### src/rtl/alu_ctrl_pkg.sv
// rtl/alu_ctrl_pkg.sv - ALU control codes, decode constants and decoded bundle type
package alu_ctrl_pkg;

   typedef enum logic [2:0] {
      ALU_AND  = 3'b000,
      ALU_XOR  = 3'b001,
      ALU_SLL  = 3'b010,
      ALU_ADD  = 3'b011,
      ALU_SUB  = 3'b100,
      ALU_MUL  = 3'b101,
      ALU_ADDI = 3'b110,
      ALU_SRAI = 3'b111
   } alu_op_e;

   localparam logic [6:0] OP_R      = 7'b0110011;
   localparam logic [6:0] OP_I      = 7'b0010011;

   localparam logic [6:0] F7_BASE   = 7'b0000000;
   localparam logic [6:0] F7_ALT    = 7'b0100000;
   localparam logic [6:0] F7_MULDIV = 7'b0000001;

   typedef struct packed {
      alu_op_e     alu_ctrl;
      logic        use_imm;
      logic [31:0] imm;
      logic [4:0]  rs1;
      logic [4:0]  rs2;
      logic [4:0]  rd;
      logic        reg_write;
      logic        illegal;
   } dec_bundle_t;

endpackage

### src/rtl/alu_ctrl_lut.sv
// rtl/alu_ctrl_lut.sv - combinational instruction to ALU control bundle decode
module alu_ctrl_lut
   import alu_ctrl_pkg::*;
(
   input  logic [31:0] inst_i,
   output dec_bundle_t bundle_o
);

   logic [6:0] opcode;
   logic [2:0] funct3;
   logic [6:0] funct7;

   assign opcode = inst_i[6:0];
   assign funct3 = inst_i[14:12];
   assign funct7 = inst_i[31:25];

   always_comb begin
      bundle_o           = '0;
      bundle_o.imm       = {{20{inst_i[31]}}, inst_i[31:20]};
      bundle_o.rs1       = inst_i[19:15];
      bundle_o.rs2       = inst_i[24:20];
      bundle_o.rd        = inst_i[11:7];
      bundle_o.alu_ctrl  = ALU_ADD;
      bundle_o.use_imm   = 1'b0;
      bundle_o.illegal   = 1'b1;
      bundle_o.reg_write = 1'b0;

      case (opcode)
         OP_R: begin
            if (funct7 == F7_BASE) begin
               bundle_o.illegal = 1'b0;
               case (funct3)
                  3'b000:  bundle_o.alu_ctrl = ALU_ADD;
                  3'b111:  bundle_o.alu_ctrl = ALU_AND;
                  3'b100:  bundle_o.alu_ctrl = ALU_XOR;
                  3'b001:  bundle_o.alu_ctrl = ALU_SLL;
                  default: bundle_o.illegal  = 1'b1;
               endcase
            end else if (funct7 == F7_ALT && funct3 == 3'b000) begin
               bundle_o.illegal  = 1'b0;
               bundle_o.alu_ctrl = ALU_SUB;
            end else if (funct7 == F7_MULDIV && funct3 == 3'b000) begin
               bundle_o.illegal  = 1'b0;
               bundle_o.alu_ctrl = ALU_MUL;
            end
         end
         OP_I: begin
            if (funct3 == 3'b000) begin
               bundle_o.illegal  = 1'b0;
               bundle_o.alu_ctrl = ALU_ADDI;
               bundle_o.use_imm  = 1'b1;
            end else if (funct3 == 3'b101 && funct7 == F7_ALT) begin
               bundle_o.illegal  = 1'b0;
               bundle_o.alu_ctrl = ALU_SRAI;
               bundle_o.use_imm  = 1'b1;
            end
         end
         default: ;
      endcase

      // Unsupported encodings fall back to a harmless ADD with no writeback
      if (bundle_o.illegal) begin
         bundle_o.alu_ctrl = ALU_ADD;
         bundle_o.use_imm  = 1'b0;
      end else begin
         bundle_o.reg_write = 1'b1;
      end
   end

endmodule

### src/rtl/alu_ctrl_decoder.sv
// rtl/alu_ctrl_decoder.sv - registered decode stage with skid buffer and illegal counter
module alu_ctrl_decoder
   import alu_ctrl_pkg::*;
#(
   parameter int CNT_W = 8
) (
   input  logic             clk_i,
   input  logic             rst_n_i,
   input  logic [31:0]      inst_i,
   input  logic             in_valid_i,
   output logic             in_ready_o,
   output logic             out_valid_o,
   input  logic             out_ready_i,
   output logic [2:0]       alu_ctrl_o,
   output logic             use_imm_o,
   output logic [31:0]      imm_o,
   output logic [4:0]       rs1_o,
   output logic [4:0]       rs2_o,
   output logic [4:0]       rd_o,
   output logic             reg_write_o,
   output logic             illegal_o,
   output logic [CNT_W-1:0] illegal_cnt_o
);

   localparam logic [CNT_W-1:0] CNT_MAX = {CNT_W{1'b1}};
   localparam logic [CNT_W-1:0] CNT_ONE = {{(CNT_W-1){1'b0}}, 1'b1};

   dec_bundle_t      dec;
   dec_bundle_t      out_q;
   dec_bundle_t      skid_q;
   logic             out_valid_q;
   logic             skid_valid_q;
   logic             in_ready_q;
   logic [CNT_W-1:0] cnt_q;
   logic             accept;
   logic             out_free;

   alu_ctrl_lut u_lut (
      .inst_i   (inst_i),
      .bundle_o (dec)
   );

   assign accept   = in_valid_i & in_ready_q;
   // Output slot can take a new bundle when empty or being consumed this edge
   assign out_free = ~out_valid_q | out_ready_i;

   always_ff @(posedge clk_i or negedge rst_n_i) begin
      if (!rst_n_i) begin
         out_q        <= '0;
         out_valid_q  <= 1'b0;
         skid_q       <= '0;
         skid_valid_q <= 1'b0;
         in_ready_q   <= 1'b1;
         cnt_q        <= '0;
      end else begin
         if (out_free) begin
            if (skid_valid_q) begin
               out_q        <= skid_q;
               out_valid_q  <= 1'b1;
               skid_valid_q <= 1'b0;
               in_ready_q   <= 1'b1;
            end else if (accept) begin
               out_q       <= dec;
               out_valid_q <= 1'b1;
            end else begin
               out_valid_q <= 1'b0;
            end
         end else if (accept) begin
            skid_q       <= dec;
            skid_valid_q <= 1'b1;
            in_ready_q   <= 1'b0;
         end

         if (accept && dec.illegal && cnt_q != CNT_MAX) begin
            cnt_q <= cnt_q + CNT_ONE;
         end
      end
   end

   assign in_ready_o    = in_ready_q;
   assign out_valid_o   = out_valid_q;
   assign alu_ctrl_o    = out_q.alu_ctrl;
   assign use_imm_o     = out_q.use_imm;
   assign imm_o         = out_q.imm;
   assign rs1_o         = out_q.rs1;
   assign rs2_o         = out_q.rs2;
   assign rd_o          = out_q.rd;
   assign reg_write_o   = out_q.reg_write;
   assign illegal_o     = out_q.illegal;
   assign illegal_cnt_o = cnt_q;

endmodule

### config.mk
export PLATFORM = sky130hd
export DESIGN_NAME = alu_ctrl_decoder
export DESIGN_NICKNAME = d
export VERILOG_FILES = /design/src/rtl/alu_ctrl_pkg.sv /design/src/rtl/alu_ctrl_lut.sv /design/src/rtl/alu_ctrl_decoder.sv
export SDC_FILE = /design/constraint.sdc
export NUM_CORES = 1
export LEC_CHECK = 0
export BUFFER_PORTS_ARGS = -buffer_cell sky130_fd_sc_hd__buf_2
export CAP_MARGIN = 15
export CORE_MARGIN = 1.5
export CORE_UTILIZATION = 40
export CTS_CLUSTER_DIAMETER = 80
export DETAILED_ROUTE_END_ITERATION = 16
export GPL_TIMING_DRIVEN = 0
export PLACE_DENSITY = 0.76
export SYNTH_ARGS = -nofsm -noshare
export SYNTH_HDL_FRONTEND = slang
export SYNTH_SLANG_ARGS = --single-unit
### constraint.sdc
create_clock -name clk_i -period 2.3 [get_ports clk_i]
set_input_delay 0.115 -clock clk_i [delete_from_list [all_inputs] [get_ports clk_i]]
set_output_delay 0.115 -clock clk_i [all_outputs]
set_load 0.05 [all_outputs]
==> flow_summary_export.csv, run 1 <==
group,metric,value,unit
outcome,status,"complete, no violations",
routing,antenna_left,0,
cts,clockRootBuffer,"clkbuf_8",
cells_and_area,layout.nets,506,
critical_path,critPathLaunch,"skid_valid_q",
synth,synth-warning-count,0,
power,switching_share,22.6,%
critical_path,cp_data_required_time,2560,ps
power,combPwrFrac,6.3,%
power,pwr-share-seq,54.4,%
synth,synth_ff_type,"dfrtp_1",
floorplanning,die_w,94.0,um
grt,grt_max_degree,68,
critical_path,startpoint_type,"flip-flop",
cts,cts_tree,"yes",
cells_and_area,drive_above_1_share,31.4,%
sta,finalHoldViolCount,0,
routing,routedWlPerCell,13.8,um
synth,synth_seq_cells,67,
synth,synth_top_area_cell,"dfrtp_1",
critical_path,reg2reg_from,"skid_valid_q",
synth,synth_fa_ha_area_share,0.717,%
sta,setup_tns,0,ps
power,switching_power,490,uW
critical_path,crit_path_max_incr_delay,450,ps
floorplanning,rows,33,
power,p_int,1670,uW
floorplanning,ioPinCount,99,
critical_path,crit_type,"flip-flop to flip-flop",
critical_path,crit_top_cell,"clkbuf_1",
synth,synth_compound_area_share,11.2,%
cts,ctsResizeCount,0,
floorplanning,die_h,94.0,um
place,dpl.hpwl,5630,um
cells_and_area,fill_cells,758,
power,cellPowerDensity,509,mW/mm^2
power,vdd.ir_drop.worst,0.220,mV
sta,clock.fmax,0.483,GHz
synth,synthMuxAreaShare,7.55,%
min_path,min_from,"inst_i[29]",
routing,wl,7970,um
floorplanning,dieArea,0.00884,mm^2
place,placed_cells,547,
critical_path,worstPathArrival,2330,ps
grt,grt_usage,18.7,%
min_path,hold_path_class,"input port to flip-flop",
place,io_buffer_count,95,
sta,setup_viol,0,
synth,synthesis.nets,384,
cells_and_area,design_area,0.00425,mm^2
cts,ctsHoldBuffers,16,
floorplanning,placeableCoreArea,0.00813,mm^2
place,gp_congestion,0.809,
synth,synth_top_area_share,49.8,%
synth,syn_avg_cell_area,9.56,um^2
cells_and_area,antenna_cells,0,
routing,post_drt_via_cell_ratio,4.91,
synth,syn_inst,347,
cts,cts_setup_buffers,0,
cts,clock-sinks,67,
power,power,2160,uW
sta,slew_headroom,43.2,%
synth,synth-xor-area-share,2.64,%
synth,async_flop_share,100,%
synth,synth_top_family_by_area,"simple AND/OR/NAND/NOR gates",
synth,ys_seq_area_share,50.6,%
sta,min_period,2070,ps
cts,clk_pin_slew,70,ps
grt,grt_pass1_vias,2691,
routing,num_vias,2831,
synth,synth_area_leaders,"dfrtp_1 50%, nand2_1 12%, mux2i_1 6.6%",
grt,grt_pass1_wl,12800,um
sta,rsz0062_at_grt,"false",
power,leakage,0.00225,uW
sta,fin_skew,7.22,ps
routing,dr.first_iter.drc_count,147,
cts,ctsLongestPathBuffers,2,
sta,finalCritPeriodShare,90.0,%
power,clkPwrFrac,39.3,%
sta,tightest_slew,852,ps
routing,drcViolationCount,0,
cells_and_area,finalNonFillerCells,577,
grt,overflow,0,
critical_path,crit_chain,"clkbuf_1, a21oi_1, nand2b_1, clkbuf_1, buf_2, nand2_1, o21ai_0",
critical_path,crit_fanout,10,
cells_and_area,area_growth,28.3,%
critical_path,slowest_stage,"clkbuf_1",
job,cap_viol_max_count,0,
synth,synth-simple-area-share,18.8,%
grt,antenna_found_initial,0,
synth,synth-edff-count,0,
cells_and_area,finish.utilization,52.3,%
routing,firstDrtPassIters,4,
cts,cts-htree-levels,3,
synth,ys_types,45,
synth,synthesis.area,0.00332,mm^2
critical_path,critical_path.endpoint_type,"flip-flop",
floorplanning,start_util,40.8,%
sta,slew_viol_final,0,
cts,clock_latency,340,ps
cts,cts_buffers,9,
place,place_area,0.00393,mm^2
-- cell usage after synthesis (3+ instances only) --
cell	number
nand2_1	103
dfrtp_1	66
buf_4	26
o21ai_0	26
mux2i_1	22
clkbuf_1	13
xor2_1	9
a21oi_1	8
nor2_1	8
nand3_1	7
a211oi_1	6
a31oi_1	3
and3_1	3
buf_2	3
inv_1	3
nor2b_1	3
o211ai_1	3
-- worst max-delay path: cells and delay by family (launching register included) --
family                 cells  cell delay [ps]
buffers and inverters      3              940
AOI/OAI and AO/OA          2              360
DFF                        1              350
and+or+nand+nor            2              330
-- cells in the final DEF, fill, tap and decap left out, types with 2 or more instances in the layout --
cell	instances
and3_1	3
nand3b_1	2
a21oi_1	8
buf_4	27
o31ai_1	2
nor2_1	8
and4_1	2
xor2_1	9
dlygate4sd3_1	16
o21ai_0	26
nor3_1	2
dfrtp_1	66
inv_1	3
a211oi_1	6
mux2i_1	22
buf_2	97
and2_1	2
mux2_4	2
o211ai_1	3
nand2_1	103
nand3_1	7
clkbuf_1	14
nand2b_1	2
nor2b_1	3
clkbuf_8	11
a31oi_1	3
-- metal layers --
| layer | vias to the layer above | wire, um | part of all wire, % | track usage (%) |
|---|---|---|---|---|
| li1 | 1388 | - | - | - |
| met1 | 1355 | 3650 | 46 | 24.9 |
| met2 | 79 | 3790 | 48 | 30.0 |
| met3 | 9 | 440 | 5.5 | 3.56 |
| met4 | 0 | 94 | 1.2 | 7.84 |
| met5 | - | 0 | 0 | 0 |
-- power groups by stage --
stage | Combinational (uW) | Sequential [uW] | Clock (uW)
6_report | 137 | 1180 | 850
5_1_grt | 152 | 1180 | 922
4_1_cts | 138 | 1180 | 866
3_5_place_dp | 116 | 1200 | 0
3_3_place_gp | 111 | 1200 | 0
2_1_floorplan | 42.7 | 1200 | 0
-- cell type report --
type	count	area (um^2)	share of cell area, %
clock inverters	2	12.5	0.294
well taps	105	131	3.09
flip-flops and latches	67	1680	39.5
clock buffers	12	155	3.65
inverters	3	11.3	0.265
repair buffers	111	638	15.0
multi-input cells	234	1360	31.9
plain buffers	43	270	6.35
-- path summary, 6_finish.rpt --
path,end,slack (ps),cells after the start
max in group asynchronous,skid_valid_q,1310,2
setup reg to reg,imm_o[30],230,7
setup / recovery,imm_o[30],230,7
hold reg to reg,rs1_o[3],480,2
hold / removal,skid_q[26],10,3
min in group asynchronous,imm_o[1],430,2
-- per-stage QoR --
| step | setup WS, ps | hold slack (ps) |
|---|---|---|
| final | 230 | 9.66 |
| after global placement | 303 | 302 |
| after global routing | 129 | 13.6 |
| after CTS | 239 | 1.27 |
| after detailed placement | 245 | 274 |
| after floorplan | 408 | -181 |
-- cells by family after synthesis --
logic type,Yosys count
AND/OR/NAND/NOR,141
multiplexers,24
adder cells (fa/ha/maj),2
XOR/XNOR,10
buffers and inverters,46
AO/OA/AOI/OAI,57
flip-flops,67
-- sequential cells by signal (all words and copies together), names as in the netlist, 3 cells and up --
signal / flops
illegal_cnt_o: 8
skid_q: 28
imm_o: 12
alu_ctrl_o: 3
rd_o: 5
rs1_o: 5
Note: power is estimated with default switching activity, not from simulation.
==> run 2: changes to the inputs <==
CAP_MARGIN = not set   (was 15)
CORE_ASPECT_RATIO = 1.1   (was not set)
==> run 2 against run 1 <==
Worst setup slack improved by 57 ps. Maximum frequency is 2.8% higher. Global-route usage grew 0.57 points. Sequential cell count unchanged. Routed wire length rose by 3.9%. Core utilization rose by 2.1 points. Combinational power is essentially flat. Clock skew is 4.1 ps higher. Total power up 9.2%. Via count up 0.99%. First-iteration DRC count decreased by 9.5%. Clock power is 24% higher. Critical endpoint is now illegal_cnt_o[1]. Largest cell class unchanged.
==> flow_summary_export.csv, run 2 (synthesis gave the netlist of run 1 again) <==
group,metric,value,unit
sta,finalHoldViolCount,0,
floorplanning,die_h,98.5,um
floorplanning,die_w,89.8,um
floorplanning,placeableCoreArea,0.00796,mm^2
min_path,hold_path_end,"skid_q[3]",
sta,setup_viol,0,
outcome,status,"complete, no violations",
job,cap_viol_max_count,0,
cells_and_area,finish.utilization,54.4,%
place,place_ws,238,ps
grt,grtUsageMet3,4.01,%
critical_path,rr_endpoint,"skid_q[15]",
cells_and_area,largest_reg_flops,28,
critical_path,startpoint_type,"input port",
min_path,hold_depth,3,
routing,drcViolationCount,0,
place,place_area,0.00393,mm^2
power,power,2360,uW
sta,rsz0062_at_grt,"false",
sta,tightest_slew,834,ps
sta,fin_skew,11.4,ps
sta,slew_viol_final,0,
sta,finalCritPeriodShare,87.5,%
cts,cts_buffers,9,
sta,min_period,2010,ps
grt,grt_util_met1,23.9,%
grt,grt_pass1_vias,2868,
cts,cts_setup_buffers,0,
critical_path,crit_type,"input port to flip-flop",
cells_and_area,final_cell_mix,"103 x nand2_1, 97 x buf_2, 66 x dfrtp_1, 27 x buf_4, 26 x o21ai_0",
sta,setup_ws,287,ps
cells_and_area,layout.nets,508,
critical_path,worstPathArrival,2240,ps
critical_path,cp_data_required_time,2530,ps
grt,grt_pass1_wl,13600,um
critical_path,crit_path_max_incr_delay,550,ps
critical_path,crit_chain,"dlygate4sd3_1, buf_2, nor3_1, nand2_1, a211oi_4, a21oi_2, mux2_4",
routing,num_vias,2859,
floorplanning,ioPinCount,99,
cts,clock_latency,340,ps
min_path,min_from,"inst_i[8]",
routing,firstDrtPassIters,4,
cells_and_area,fill_cells,696,
power,leakage,0.00229,uW
sta,setup_tns,0,ps
routing,routedWlPerCell,14.2,um
grt,grt_max_degree,68,
routing,antenna_left,0,
critical_path,critPathLaunch,"inst_i[27]",
critical_path,reg2reg_from,"out_valid_o",
routing,wl,8280,um
place,dpl.hpwl,5790,um
cts,clockRootBuffer,"clkbuf_8",
cts,clock-sinks,67,
cts,cts-htree-levels,3,
critical_path,crit_fanout,8,
cts,ctsLongestPathBuffers,2,
cells_and_area,design_area,0.00433,mm^2
floorplanning,start_util,41.7,%
floorplanning,rows,34,
floorplanning,dieArea,0.00885,mm^2
routing,post_drt_via_cell_ratio,4.90,
critical_path,slowest_stage,"dlygate4sd3_1",
cells_and_area,area_growth,30.5,%
place,gp_congestion,0.761,
place,io_buffer_count,95,
cells_and_area,top_register,"skid_q",
power,vdd.ir_drop.worst,0.320,mV
grt,top_usage_layer,"met2",
power,cellPowerDensity,547,mW/mm^2
critical_path,critical_path.endpoint_type,"flip-flop",
grt,grt_util_met2,33.1,%
critical_path,reg2reg_setup_slack,320,ps
critical_path,rr_worst_depth,6,
cts,clk_pin_slew,70,ps
grt,antenna_found_initial,0,
cells_and_area,final_common_cell,"nand2_1",
cts,cts_tree,"yes",
cells_and_area,antenna_cells,0,
cells_and_area,drive_above_1_share,31.5,%
routing,dr.first_iter.drc_count,133,
sta,slew_headroom,44.4,%
grt,grt_usage,19.3,%
sta,clock.fmax,0.497,GHz
min_path,hold_path_class,"input port to flip-flop",
grt,overflow,0,
[run 2: layout make-up]
class | count | area (um^2) | area share, %
multi-input combinational | 234 | 1360 | 31.3
timing repair buffer | 113 | 658 | 15.2
inverter | 3 | 11.3 | 0.260
clock buffer | 15 | 186 | 4.31
sequential | 67 | 1680 | 38.8
tap | 108 | 135 | 3.12
buffer | 43 | 272 | 6.28
clock inverter | 1 | 30.0 | 0.694
[run 2: worst max-delay path: cells and delay by family]
kind | cells | cell delay [ps]
compound gates | 2 | 540
buf+inv | 2 | 700
mux | 1 | 320
simple gates | 2 | 560
[run 2: metal layers]
layer | vias to the layer above | wire length (um)
met3 | 13 | 456
met1 | 1367 | 3490
met4 | 0 | 169
met5 | - | 0
li1 | 1389 | -
met2 | 90 | 4170
[run 2: stage by stage]
| step | hold slack [ps] | cells |
|---|---|---|
| final | 1.24 | 584 |
| after global routing | 1.06 | 584 |
| after CTS | 3.93 | 584 |
| after detailed placement | 271 | 550 |
| after floorplan | -181 | 347 |
| after global placement | 305 | 550 |
[run 2: worst max path at each step]
stage / end / slack [ps] / depth (start not counted)
after floorplan: illegal_cnt_o[3] / 410 / 5
after global routing: skid_q[24] / 120 / 6
final: illegal_cnt_o[1] / 290 / 7
after CTS: rd_o[1] / 200 / 7
after global placement: imm_o[30] / 310 / 7
after detailed placement: rd_o[1] / 240 / 7
[run 2: timing repair]
action                                  4_1_cts  5_1_grt
endpoints found under the hold margin        83        0
resized for setup                             0        2
hold buffers                                 18        0
endpoints found under the setup margin        0        1
[run 2: where the power goes]
part           leakage (uW)  switching (uW)  internal [uW]  total, uW
clock              0.000110             428            621       1050
combinational       0.00125            75.7           62.0        138
sequential         0.000928               0           1180       1180
